===== config.mk =====
export PLATFORM = sky130hd
export DESIGN_NAME = ahb_to_apb_bridge
export DESIGN_NICKNAME = d
export VERILOG_FILES = /design/src/rtl/ahb_to_apb_bridge_pkg.sv /design/src/rtl/ahb_apb_strb_gen.sv /design/src/rtl/ahb_to_apb_bridge.sv
export SDC_FILE = /design/constraint.sdc
export NUM_CORES = 1
export LEC_CHECK = 0
export CAP_MARGIN = 20
export CORE_ASPECT_RATIO = 1.1
export CORE_MARGIN = 2
export CORE_UTILIZATION = 41
export DETAILED_ROUTE_END_ITERATION = 7
export PLACE_DENSITY = 0.85
export RECOVER_POWER = 25
export SETUP_SLACK_MARGIN = 0.05
export SYNTH_ARGS = -nofsm -noshare
export SYNTH_HDL_FRONTEND = slang
export SYNTH_HIERARCHICAL = 1
export SYNTH_SLANG_ARGS = --single-unit

===== constraint.sdc =====
create_clock -name HCLK -period 3.1 [get_ports HCLK]
set_clock_uncertainty 0.05 [all_clocks]
set_input_delay 0.31 -clock HCLK [delete_from_list [all_inputs] [get_ports HCLK]]
set_output_delay 0.31 -clock HCLK [all_outputs]
set_load 0.005 [all_outputs]

===== src/rtl/ahb_to_apb_bridge_pkg.sv =====
// Shared definitions for the AHB-Lite to APB bridge: FSM states, AHB codes and APB4 helpers.
// The optional APB4 sideband (PSTRB/PPROT) is enabled with the AHB2APB_APB4_EN macro.
package ahb_to_apb_bridge_pkg;

    typedef enum logic [2:0] {
        StIdle   = 3'd0,
        StWWait  = 3'd1,
        StSetup  = 3'd2,
        StAccess = 3'd3,
        StErr1   = 3'd4,
        StErr2   = 3'd5
    } bridge_state_e;

    localparam logic [1:0] HtransIdle   = 2'b00;
    localparam logic [1:0] HtransBusy   = 2'b01;
    localparam logic [1:0] HtransNonseq = 2'b10;
    localparam logic [1:0] HtransSeq    = 2'b11;

    localparam logic HrespOkay  = 1'b0;
    localparam logic HrespError = 1'b1;

    localparam logic [2:0] HsizeByte = 3'b000;
    localparam logic [2:0] HsizeHalf = 3'b001;
    localparam logic [2:0] HsizeWord = 3'b010;

    // HPROT[0] is data/opcode (inverted into PPROT[2]), HPROT[1] is privileged.
    function automatic logic [2:0] apb4_pprot(input logic [3:0] hprot);
        return {~hprot[0], 1'b0, hprot[1]};
    endfunction

    function automatic logic is_ahb_active(input logic [1:0] htrans);
        return (htrans == HtransNonseq) || (htrans == HtransSeq);
    endfunction

endpackage


===== src/rtl/ahb_apb_strb_gen.sv =====
// Combinational APB4 byte-strobe generator from AHB size and low address bits.
// Only instantiated when AHB2APB_APB4_EN is defined; reads always produce an all-zero strobe.
module ahb_apb_strb_gen
    import ahb_to_apb_bridge_pkg::*;
(
    input  logic [2:0] hsize_i,
    input  logic [1:0] addr_lo_i,
    input  logic       write_i,
    output logic [3:0] pstrb_o
);

    logic [3:0] strb_byte;
    logic [3:0] strb_half;

    always_comb begin
        strb_byte = 4'b0001 << addr_lo_i;
        strb_half = 4'b0011 << {addr_lo_i[1], 1'b0};
    end

    always_comb begin
        pstrb_o = 4'b0000;
        if (write_i) begin
            unique case (hsize_i)
                HsizeByte: pstrb_o = strb_byte;
                HsizeHalf: pstrb_o = strb_half;
                HsizeWord: pstrb_o = 4'b1111;
                // Wider than the 32-bit bus: treat as a full-word access.
                default:   pstrb_o = 4'b1111;
            endcase
        end
    end

endmodule


===== src/rtl/ahb_to_apb_bridge.sv =====
// AHB-Lite slave to APB master bridge; stalls AHB for the whole APB transfer and maps PSLVERR
// to a two-cycle AHB ERROR response. Define AHB2APB_APB4_EN to add the PSTRB/PPROT outputs.
module ahb_to_apb_bridge
    import ahb_to_apb_bridge_pkg::*;
#(
    parameter int unsigned ADDR_WIDTH = 16
) (
    input  logic                  HCLK,
    input  logic                  HRESET,
    input  logic                  HSEL,
    input  logic [ADDR_WIDTH-1:0] HADDR,
    input  logic [1:0]            HTRANS,
    input  logic [2:0]            HSIZE,
    input  logic [3:0]            HPROT,
    input  logic                  HWRITE,
    input  logic                  HREADY,
    input  logic [31:0]           HWDATA,
    output logic                  HREADYOUT,
    output logic                  HRESP,
    output logic [31:0]           HRDATA,
    output logic                  PSEL,
    output logic                  PENABLE,
    output logic [ADDR_WIDTH-1:0] PADDR,
    output logic                  PWRITE,
    output logic [31:0]           PWDATA,
`ifdef AHB2APB_APB4_EN
    output logic [3:0]            PSTRB,
    output logic [2:0]            PPROT,
`endif
    input  logic [31:0]           PRDATA,
    input  logic                  PREADY,
    input  logic                  PSLVERR
);

    bridge_state_e         state_q, state_d;
    logic                  psel_q, psel_d;
    logic                  penable_q, penable_d;
    logic                  hreadyout_q, hreadyout_d;
    logic                  hresp_q, hresp_d;
    logic [ADDR_WIDTH-1:0] paddr_q, paddr_d;
    logic                  pwrite_q, pwrite_d;
    logic [31:0]           pwdata_q, pwdata_d;
    logic [31:0]           hrdata_q, hrdata_d;
    logic                  trans;
    logic                  accept;
    logic                  unused_bits;

    assign trans  = HSEL & is_ahb_active(HTRANS) & HREADY;
    assign accept = trans & ((state_q == StIdle) || (state_q == StErr2));

`ifdef AHB2APB_APB4_EN
    logic [3:0] pstrb_q, pstrb_d;
    logic [2:0] pprot_q, pprot_d;
    logic [3:0] strb_gen;

    ahb_apb_strb_gen u_strb_gen (
        .hsize_i   (HSIZE),
        .addr_lo_i (HADDR[1:0]),
        .write_i   (HWRITE),
        .pstrb_o   (strb_gen)
    );

    always_comb begin
        pstrb_d = pstrb_q;
        pprot_d = pprot_q;
        if (accept) begin
            pstrb_d = strb_gen;
            pprot_d = apb4_pprot(HPROT);
        end
    end

    always_ff @(posedge HCLK) begin
        if (HRESET) begin
            pstrb_q <= 4'b0000;
            pprot_q <= 3'b000;
        end else begin
            pstrb_q <= pstrb_d;
            pprot_q <= pprot_d;
        end
    end

    assign PSTRB       = pstrb_q;
    assign PPROT       = pprot_q;
    assign unused_bits = ^{HTRANS[0], HPROT[3:2]};
`else
    assign unused_bits = ^{HTRANS[0], HSIZE, HPROT};
`endif

    // Next state plus all bus outputs, which are registered from the next state.
    always_comb begin
        state_d  = state_q;
        paddr_d  = paddr_q;
        pwrite_d = pwrite_q;
        pwdata_d = pwdata_q;
        hrdata_d = hrdata_q;

        unique case (state_q)
            StIdle, StErr2: begin
                if (accept) begin
                    paddr_d  = HADDR;
                    pwrite_d = HWRITE;
                    state_d  = HWRITE ? StWWait : StSetup;
                end else begin
                    state_d = StIdle;
                end
            end
            StWWait: begin
                pwdata_d = HWDATA;
                state_d  = StSetup;
            end
            StSetup: begin
                state_d = StAccess;
            end
            StAccess: begin
                if (PREADY) begin
                    if (!pwrite_q) begin
                        hrdata_d = PRDATA;
                    end
                    state_d = PSLVERR ? StErr1 : StIdle;
                end
            end
            StErr1: begin
                state_d = StErr2;
            end
            default: begin
                state_d = StIdle;
            end
        endcase

        psel_d      = (state_d == StSetup) || (state_d == StAccess);
        penable_d   = (state_d == StAccess);
        hreadyout_d = (state_d == StIdle) || (state_d == StErr2);
        hresp_d     = ((state_d == StErr1) || (state_d == StErr2)) ? HrespError : HrespOkay;
    end

    always_ff @(posedge HCLK) begin
        if (HRESET) begin
            state_q     <= StIdle;
            psel_q      <= 1'b0;
            penable_q   <= 1'b0;
            hreadyout_q <= 1'b1;
            hresp_q     <= HrespOkay;
            paddr_q     <= '0;
            pwrite_q    <= 1'b0;
            pwdata_q    <= 32'h0;
            hrdata_q    <= 32'h0;
        end else begin
            state_q     <= state_d;
            psel_q      <= psel_d;
            penable_q   <= penable_d;
            hreadyout_q <= hreadyout_d;
            hresp_q     <= hresp_d;
            paddr_q     <= paddr_d;
            pwrite_q    <= pwrite_d;
            pwdata_q    <= pwdata_d;
            hrdata_q    <= hrdata_d;
        end
    end

    assign HREADYOUT = hreadyout_q;
    assign HRESP     = hresp_q;
    assign HRDATA    = hrdata_q;
    assign PSEL      = psel_q;
    assign PENABLE   = penable_q;
    assign PADDR     = paddr_q;
    assign PWRITE    = pwrite_q;
    assign PWDATA    = pwdata_q;

endmodule

After elaboration in Yosys (flattened, before gate mapping)
Cells that the tools add are included.
{ "op_classes": {"eq_ne": 11, "muxes": 6, "n_bitwise": 4, "n_reduce_logical": 10} }
{ "op_table": {"columns": ["operator", "count"], "rows": [
  ["one-hot mux 3 bit (5 select lines)", 1],
  ["equality test 3 x 2 -> 1 bit (second input constant)", 4],
  ["equality test 3 bit (second input constant)", 4],
  ["logical NOT 3 bit", 2],
  ["two-way mux 3 bit", 2],
  ["logical OR 1 bit", 5],
  ["equality test 2 bit (second input constant)", 2],
  ["two-way mux 2 bit", 2],
  ["bitwise AND 1 bit", 3],
  ["equality test 3 x 1 -> 1 bit (second input constant)", 1],
  ["AND reduction 3 bit", 1],
  ["AND reduction 2 bit", 1],
  ["OR reduction 2 bit", 1],
  ["two-way mux 1 bit", 1],
  ["NOT 1 bit", 1]
]} }
{ "totals": {"register_bits": 88, "inputBits": 96, "out_inout_bits": 85} }

Depth between registers and ports, before layout
Gate-level depths: netlist of the first run.
{ "logic_depth": {"depth_word": 10, "ltp_mapped": 6, "ltp_nobuf": 3} }

Least setup slack after synthesis of the first run
No wires, ideal clock.
{ "synth_path": {"path_kind": "reg2reg", "from": "register state_q[0]", "to": "register hreadyout_q (netlist: HREADYOUT)", "t_arrival_ns": 1.310, "required_ns": 2.928, "setup_slack_ns": 1.618, "path_stages_with_launch": 6, "path_buffers": 2, "synth_period_minus_slack_ns": 1.482, "path_cell_list": "dfxtp_1 -> buf_6 -> and3_4 -> buf_6 -> o32a_1 -> a221o_1"} }
{ "synth_via": {"elab_chain_cells": 7, "word_cells_on_any_way": 15, "cone_classes": "eq/ne: 6; mux: 3; bitwise: 1; reduce/logical: 5"} }
{ "synth_lines": {"columns": ["element", "line", "source"], "rows": [
  ["start, declared", "ahb_to_apb_bridge.sv:35", "bridge_state_e state_q, state_d;"],
  ["start signal, assigned", "ahb_to_apb_bridge.sv:138", "state_q <= StIdle;"],
  ["start signal, assigned", "ahb_to_apb_bridge.sv:148", "state_q <= state_d;"],
  ["equality test 3 bit or logical NOT 3 bit (tied branches)", "ahb_to_apb_bridge.sv:49, ahb_to_apb_bridge.sv:97", null],
  ["logical OR 1 bit", "ahb_to_apb_bridge.sv:49", "assign accept = trans & ((state_q == StIdle) || (state_q == StErr2));"],
  ["bitwise AND 1 bit", "ahb_to_apb_bridge.sv:49", null],
  ["two-way mux 2 bit", "ahb_to_apb_bridge.sv:99", "if (accept) begin"],
  ["one-hot mux 3 bit (5 select lines) *", "ahb_to_apb_bridge.sv:97", "unique case (state_q)"],
  ["equality test 3 bit or logical NOT 3 bit (tied branches)", "ahb_to_apb_bridge.sv:132", "hreadyout_d = (state_d == StIdle) || (state_d == StErr2);"],
  ["logical OR 1 bit *", "ahb_to_apb_bridge.sv:132", null],
  ["end signal, assigned", "ahb_to_apb_bridge.sv:151", "hreadyout_q <= hreadyout_d;"],
  ["end, declared", "ahb_to_apb_bridge.sv:38", "logic hreadyout_q, hreadyout_d;"]
]} }
Mark *: on every way between the ends. The rest lies on a longest branch, timed or not.
A chain may end at the register's enable or synchronous reset.

Worst setup path in the final report of the first run
{ "layout_path": {"from": "register state_q[2]", "to": "register pwdata_q[6] (netlist: PWDATA[6])"} }
{ "layout_via": {"elab_chain_cells": 1} }
{ "layout_lines": {"columns": ["element", "line", "source"], "rows": [
  ["equality test 3 x 1 -> 1 bit", "ahb_to_apb_bridge.sv:97", null],
  ["end signal, assigned", "ahb_to_apb_bridge.sv:155", "pwdata_q <= pwdata_d;"],
  ["end, declared", "ahb_to_apb_bridge.sv:42", "logic [31:0] pwdata_q, pwdata_d;"]
]} }
Every way passes these cells.

==> results of run 1 <==
==> how the worst max path moves through the flow <==
stage                                    endpoint  slack (ns)  cells past startpoint
after global routing      PWDATA[17]$_SDFFE_PP0P_        0.94                      3
final                      PWDATA[6]$_SDFFE_PP0P_        1.10                      3
after CTS                  PWDATA[6]$_SDFFE_PP0P_        1.07                      3
after floorplan              HREADYOUT$_SDFF_PP1_        1.62                      5
after global placement       HREADYOUT$_SDFF_PP1_        1.09                      4
after detailed placement     HREADYOUT$_SDFF_PP1_        1.03                      4
==> power by group through the flow <==
stage / Sequential (mW) / Clock (mW) / Combinational (mW)
after global placement: 1.21 / 0 / 0.296
after global routing: 1.19 / 0.759 / 0.322
final: 1.18 / 0.695 / 0.296
after detailed placement: 1.21 / 0 / 0.302
after CTS: 1.18 / 0.714 / 0.304
after floorplan: 1.21 / 0 / 0.106
==> final cells by class <==
type | count | area, um^2 | area share
Clock buffer | 9 | 124 | 0.0239
Multi-Input combinational cell | 270 | 1350 | 0.260
Clock inverter | 7 | 47.5 | 0.00919
Timing Repair Buffer | 178 | 1760 | 0.340
Tap cell | 108 | 135 | 0.0261
Sequential cell | 88 | 1760 | 0.340
==> cell usage after synthesis <==
| cell | count | area share |
|---|---|---|
| o32a_1 | 1 | 0.0031 |
| buf_2 | 8 | 0.012 |
| o21ai_0 | 14 | 0.021 |
| or3_1 | 2 | 0.0038 |
| dfxtp_1 | 88 | 0.54 |
| nor3b_2 | 1 | 0.0038 |
| nor2_1 | 3 | 0.0034 |
| nand2_1 | 67 | 0.077 |
| a21oi_1 | 85 | 0.13 |
| o21ai_1 | 36 | 0.055 |
| xnor2_2 | 1 | 0.0050 |
| a221o_1 | 1 | 0.0031 |
| nand4b_2 | 1 | 0.0046 |
| xor2_2 | 1 | 0.0050 |
| nand4_1 | 1 | 0.0019 |
| a31oi_1 | 1 | 0.0019 |
| buf_6 | 2 | 0.0069 |
| buf_4 | 1 | 0.0023 |
| and4b_1 | 1 | 0.0031 |
| or3b_1 | 1 | 0.0027 |
| nand3_1 | 50 | 0.077 |
| or2_1 | 1 | 0.0019 |
| buf_1 | 1 | 0.0011 |
| clkbuf_1 | 25 | 0.029 |
| nor2b_1 | 1 | 0.0019 |
| and3_4 | 1 | 0.0034 |
==> worst min-delay path, stage by stage (launching register included) <==
cell     delay (ns)
dfxtp_1        0.31
nand2_1        0.05
a21oi_1        0.05
==> cells in the final DEF (no fill, tap or decap), types with 2 or more instances in the layout <==
| cell | Yosys | final |
|---|---|---|
| clkdlybuf4s50_1 | 0 | 131 |
| a21oi_1 | 85 | 85 |
| nand2_1 | 67 | 67 |
| dlygate4sd3_1 | 0 | 40 |
| dfxtp_1 | 88 | 88 |
| o21ai_0 | 14 | 14 |
| or3_1 | 2 | 2 |
| clkinvlp_4 | 0 | 2 |
| nand3_1 | 50 | 50 |
| buf_4 | 1 | 6 |
| clkinv_2 | 0 | 3 |
| o21ai_1 | 36 | 36 |
| clkbuf_8 | 0 | 9 |
| nor2_1 | 3 | 2 |
==> registers in the layout, summed over array words and instances (netlist names) <==
name       cells
PSEL           1
PADDR         16
PWRITE         1
PWDATA        32
HRDATA        32
HREADYOUT      1
state_q        3
HRESP          1
PENABLE        1
==> kinds of logic (layout without fill, tap and decap cells) <==
kind of cell / count (synthesis) / count (layout) / synth area share
AOI/OAI and AO/OA: 138 / 138 / 0.215
and+or+nand+nor: 130 / 130 / 0.184
DFF: 88 / 88 / 0.539
buffers and inverters: 37 / 194 / 0.0513
xor gates and xnor gates: 2 / 2 / 0.00996
==> stage by stage <==
stage	util	hold WS, ns
2_1_floorplan	-	0.396
3_3_place_gp	0.639	0.391
3_5_place_dp	0.639	0.396
4_1_cts	0.661	0.408
5_1_grt	0.661	0.423
6_report	0.661	0.405
==> layer usage <==
metal | track usage | up-vias | wire [um]
met2 | 0.369 | 122 | 4990
met5 | 0 | - | 0
li1 | - | 1671 | -
met3 | 0.0629 | 16 | 802
met4 | 0.0712 | 0 | 175
met1 | 0.259 | 1585 | 3690
==> reports/results.ini, run 1 <==
[critical_path]
cp.required_ns=3.32
r2r_end=PWDATA[6]$_SDFFE_PP0P_
arrival_ns=2.22
cp-start-kind=flop
criticalPathCategory=reg2reg
regToRegStartpoint=state_q[2]$_SDFF_PP0_
timing.critical_path.buf_inv=0
r2r_slack_ns=1.10
cp-end-kind=flop
slowest_delay_ns=0.87
crit_family=simple AND/OR/NAND/NOR gates
path_max_fanout=32
crit_chain=or3b_1, nand2_1, a21oi_1
reg2reg_depth=3
cpMaxStageDelayCell=or3b_1
crit_start=state_q[2]$_SDFF_PP0_

[global_routing]
grt_usage=0.218
antenna_found_initial=0
grt_max_degree=41
grt_pass1_vias=3158
grt_overflow=0
grt_pass1_wl_um=15000

[placed_design]
gp_congestion=0.722
portBuffers=172
place_hpwl_um=6710
dp_cells=644
place_ws_ns=1.03
postPlaceCellArea_um2=5000

[route]
routedWlPerCell_um=14.6
postRouteAntennaNets=0
drt-initial-drc-count=180
vias_per_cell=5.14
wirelength_um=9650
drc=0
dr.pass1.iters=5
vias=3394

[layout]
instances_no_fill=660
num_antenna_cells=0
filler_cell_count=688
area_delta_synth_final_pct=58.5
fin_area_um2=5170
nNetsFinal=643
drive_above_1_share=0.0525

[logic_synthesis]
synth.distinct_cells=26
netlist_area_um2=3270
syn-num-nets=491
ys_ff_latch=88
yosysSeqAreaShare=0.539
yosysWarnings=6
syn_area_per_cell_um2=8.27
syn-instance-count=395

[floorplanning]
die_w_um=89.1
core_area_um2=7830
ios=181
fp-row-count=34
die_area_um2=8700
start_util=0.417
die_y_um=97.6

[sta]
hold_viol_final=0
slew_viol_final=0
fin_crit_ns=2.00
setup_viol=0
fmax_ghz=0.500
slew_headroom=0.334
worst_slew_pin_slew_ns=0.998
worst_slack_ns=1.10
rsz0062_at_grt=false
finalSetupTns_ns=0
period_share=0.645

[power]
peakVddDrop_v=0.000308
p_per_area_nw_per_um2=420
p_comb_frac=0.136
p_leak_nw=1.84
seqPwrFrac=0.544
totalPowerFinal_mw=2.17
p_int_mw=1.63
sw_frac_of_total=0.251
p_sw_mw=0.545
power_frac_clock=0.320

[clock_tree]
cts_max_path_buffers=2
clk_pin_slew_ns=0.09
hold_buffers=0
cts_tree=built
ctsResizeCount=0
clk_latency_ns=0.34
cts_buffers=9
cts_setup_buffers=0
cts_sinks=88
htree_num_levels=3
ctsRootBufferMaster=clkbuf_8

[run_status]
outcome=finished clean

[run]
cap_viol_max_count=0

[worst_hold_path]
min_path_cells=2
min_to=PWDATA[1]$_SDFFE_PP0P_
min-delay-start=PWDATA[1]$_SDFFE_PP0P_
hold_class=reg2reg

Note: power is estimated with default switching activity, not from simulation.
==> inputs of run 2 (changes only) <==
--- a/config.mk
+++ b/config.mk
@@ -8,9 +8,9 @@
 export CAP_MARGIN = 20
 export CORE_ASPECT_RATIO = 1.1
 export CORE_MARGIN = 2
-export CORE_UTILIZATION = 41
+export CORE_UTILIZATION = 38
 export DETAILED_ROUTE_END_ITERATION = 7
-export PLACE_DENSITY = 0.85
+export PLACE_DENSITY = 0.79
 export RECOVER_POWER = 25
 export SETUP_SLACK_MARGIN = 0.05
 export SYNTH_ARGS = -nofsm -noshare
==> constraint.sdc (replaced) <==
create_clock -name HCLK -period 2.05 [get_ports HCLK]
set_clock_uncertainty 0.05 [all_clocks]
set_input_delay 0.205 -clock HCLK [delete_from_list [all_inputs] [get_ports HCLK]]
set_output_delay 0.205 -clock HCLK [all_outputs]
set_load 0.005 [all_outputs]
==> reports/results.ini, run 2 (synthesized netlist as in run 1, its figures left out) <==
[critical_path]
r2r_end=state_q[0]$_SDFF_PP0_  ; was PWDATA[6]$_SDFFE_PP0P_
cp-end-kind=flop  ; unchanged
crit_family=XOR/XNOR gates  ; was simple AND/OR/NAND/NOR gates
crit_chain=xnor2_2, nand3_1, a31oi_1  ; was or3b_1, nand2_1, a21oi_1
cp.required_ns=2.28  ; was 3.32 ns
cpMaxStageDelayCell=xnor2_2  ; was or3b_1
criticalPathCategory=reg2reg  ; unchanged
reg2reg_depth=3  ; unchanged
regToRegStartpoint=state_q[2]$_SDFF_PP0_  ; unchanged
slowest_delay_ns=0.73  ; was 0.87 ns
path_max_fanout=17  ; was 32
crit_start=state_q[2]$_SDFF_PP0_  ; unchanged
arrival_ns=1.93  ; was 2.22 ns
timing.critical_path.buf_inv=0  ; unchanged
r2r_slack_ns=0.35  ; was 1.10 ns
cp-start-kind=flop  ; unchanged

[sta]
period_share=0.831  ; was 0.645
worst_slew_pin_slew_ns=0.810  ; was 0.998 ns
slew_headroom=0.457  ; was 0.334
setup_viol=0  ; unchanged
finalSetupTns_ns=0  ; unchanged
rsz0062_at_grt=false  ; unchanged
slew_viol_final=0  ; unchanged
fmax_ghz=0.587  ; was 0.500 GHz
hold_viol_final=0  ; unchanged
fin_crit_ns=1.70  ; was 2.00 ns

[route]
wirelength_um=9320  ; was 9650 um
dr.pass1.iters=4  ; was 5
wirelength_met1_um=3860  ; was 3690 um
wl_met2_um=4600  ; was 4990 um
routedWlPerCell_um=13.9  ; was 14.6 um
highest_layer=met4  ; unchanged
vias_per_cell=4.98  ; was 5.14
postRouteAntennaNets=0  ; unchanged
drt-initial-drc-count=124  ; was 180
vias=3334  ; was 3394
dr_wl_met3_um=808  ; was 802 um
drc=0  ; unchanged

[layout]
fin_util=0.633  ; was 0.661
instances_no_fill=670  ; was 660
final_common_cell=clkdlybuf4s50_1  ; unchanged
nNetsFinal=650  ; was 643
final_cell_mix=clkdlybuf4s50_1, dfxtp_1, a21oi_1, nand2_1, nand3_1  ; unchanged
fin_area_um2=5290  ; was 5170 um^2
num_antenna_cells=0  ; unchanged
drive_above_1_share=0.0644  ; was 0.0525
area_delta_synth_final_pct=62.1  ; was 58.5%
filler_cell_count=739  ; was 688

[clock_tree]
ctsResizeCount=0  ; unchanged
clk_pin_slew_ns=0.09  ; about the same
cts_tree=built  ; unchanged
cts_setup_buffers=0  ; unchanged
clk_latency_ns=0.34  ; about the same
ctsRootBufferMaster=clkbuf_8  ; unchanged
cts_max_path_buffers=2  ; unchanged
cts_sinks=88  ; unchanged
cts_buffers=9  ; unchanged
htree_num_levels=3  ; unchanged
hold_buffers=0  ; unchanged

[floorplanning]
die_w_um=92.4  ; was 89.1 um
fp-row-count=35  ; was 34
start_util=0.390  ; was 0.417
die_y_um=101  ; was 97.6 um
core_area_um2=8360  ; was 7830 um^2
ios=181  ; unchanged
die_area_um2=9350  ; was 8700 um^2

[power]
peakVddDrop_v=0.000359  ; was 0.000308 V
p_per_area_nw_per_um2=682  ; was 420 nW/um^2
p_leak_nw=1.91  ; was 1.84 nW

[worst_hold_path]
min-delay-start=HRESET  ; was PWDATA[1]$_SDFFE_PP0P_
hold_class=in2reg  ; was reg2reg
min_to=HRDATA[17]$_SDFFE_PP0P_  ; was PWDATA[1]$_SDFFE_PP0P_
min_path_cells=2  ; unchanged

[placed_design]
dp_cells=654  ; was 644
place_hpwl_um=6570  ; was 6710 um
gp_congestion=0.736  ; was 0.722
portBuffers=172  ; unchanged
postPlaceCellArea_um2=5060  ; was 5000 um^2

[global_routing]
grt_overflow=0  ; unchanged
grt_max_degree=33  ; was 41
grt_pass1_wl_um=14900  ; was 15000 um
grt_pass1_vias=3190  ; was 3158
grt_usage=0.195  ; was 0.218
antenna_found_initial=0  ; unchanged

[run]
cap_viol_max_count=0  ; unchanged

[run_status]
outcome=finished clean  ; unchanged

-- run 2: changes by cell type in the layout (fill, tap and decap cells not counted) --
| cell | previous run | this run |
|---|---|---|
| clkinvlp_4 | 2 | 0 |
| clkbuf_8 | 9 | 10 |
| clkinv_4 | 1 | 0 |
| clkinv_2 | 3 | 0 |
| buf_4 | 6 | 13 |
| inv_6 | 1 | 4 |
| bufinv_16 | 0 | 2 |
-- run 2: worst reg2reg max path, delay by kind of cell, from the launching register on --
family	cells	cell delay, ns
AO/OA/AOI/OAI	1	0.17
XOR/XNOR	1	0.73
flip-flops	1	0.48
AND/OR/NAND/NOR	1	0.21
-- run 2: per-layer routing --
layer / up-vias / global-route usage
met4: 0 / 0.0528
met3: 5 / 0.0670
li1: 1682 / -
met2: 114 / 0.335
met5: - / 0
met1: 1533 / 0.235
-- run 2: through the flow --
| stage | setup slack (ns) | total power [mW] | hold slack (ns) |
|---|---|---|---|
| final | 0.346 | 3.61 | 0.198 |
| after global routing | 0.216 | 3.78 | 0.186 |
| after floorplan | 0.568 | 1.99 | 0.291 |
| after detailed placement | 0.307 | 2.29 | 0.396 |
| after global placement | 0.331 | 2.28 | 0.391 |
| after CTS | 0.343 | 3.66 | 0.176 |
-- run 2: worst max-delay path by stage --
stage	end	slack (ns)	cells after the start
global route	state_q[0]$_SDFF_PP0_	0.22	3
finish	state_q[0]$_SDFF_PP0_	0.35	3
detailed placement	HREADYOUT$_SDFF_PP1_	0.31	4
global placement	HREADYOUT$_SDFF_PP1_	0.33	4
CTS	state_q[0]$_SDFF_PP0_	0.34	3
floorplan	HREADYOUT$_SDFF_PP1_	0.57	5
-- run 2: layout make-up --
type	count	area [um^2]	share of cell area
clock buffers	10	138	0.0260
clock inverters	6	95.1	0.0180
multi-input cells	270	1350	0.254
flip-flops and latches	88	1760	0.333
well taps	111	139	0.0262
repair buffers	185	1810	0.343
-- run 2: power breakdown --
group | internal (mW) | switching (mW) | leakage (nW)
clock network | 0.738 | 0.631 | 0.118
logic | 0.270 | 0.181 | 1.08
registers | 1.76 | 0.0295 | 0.712
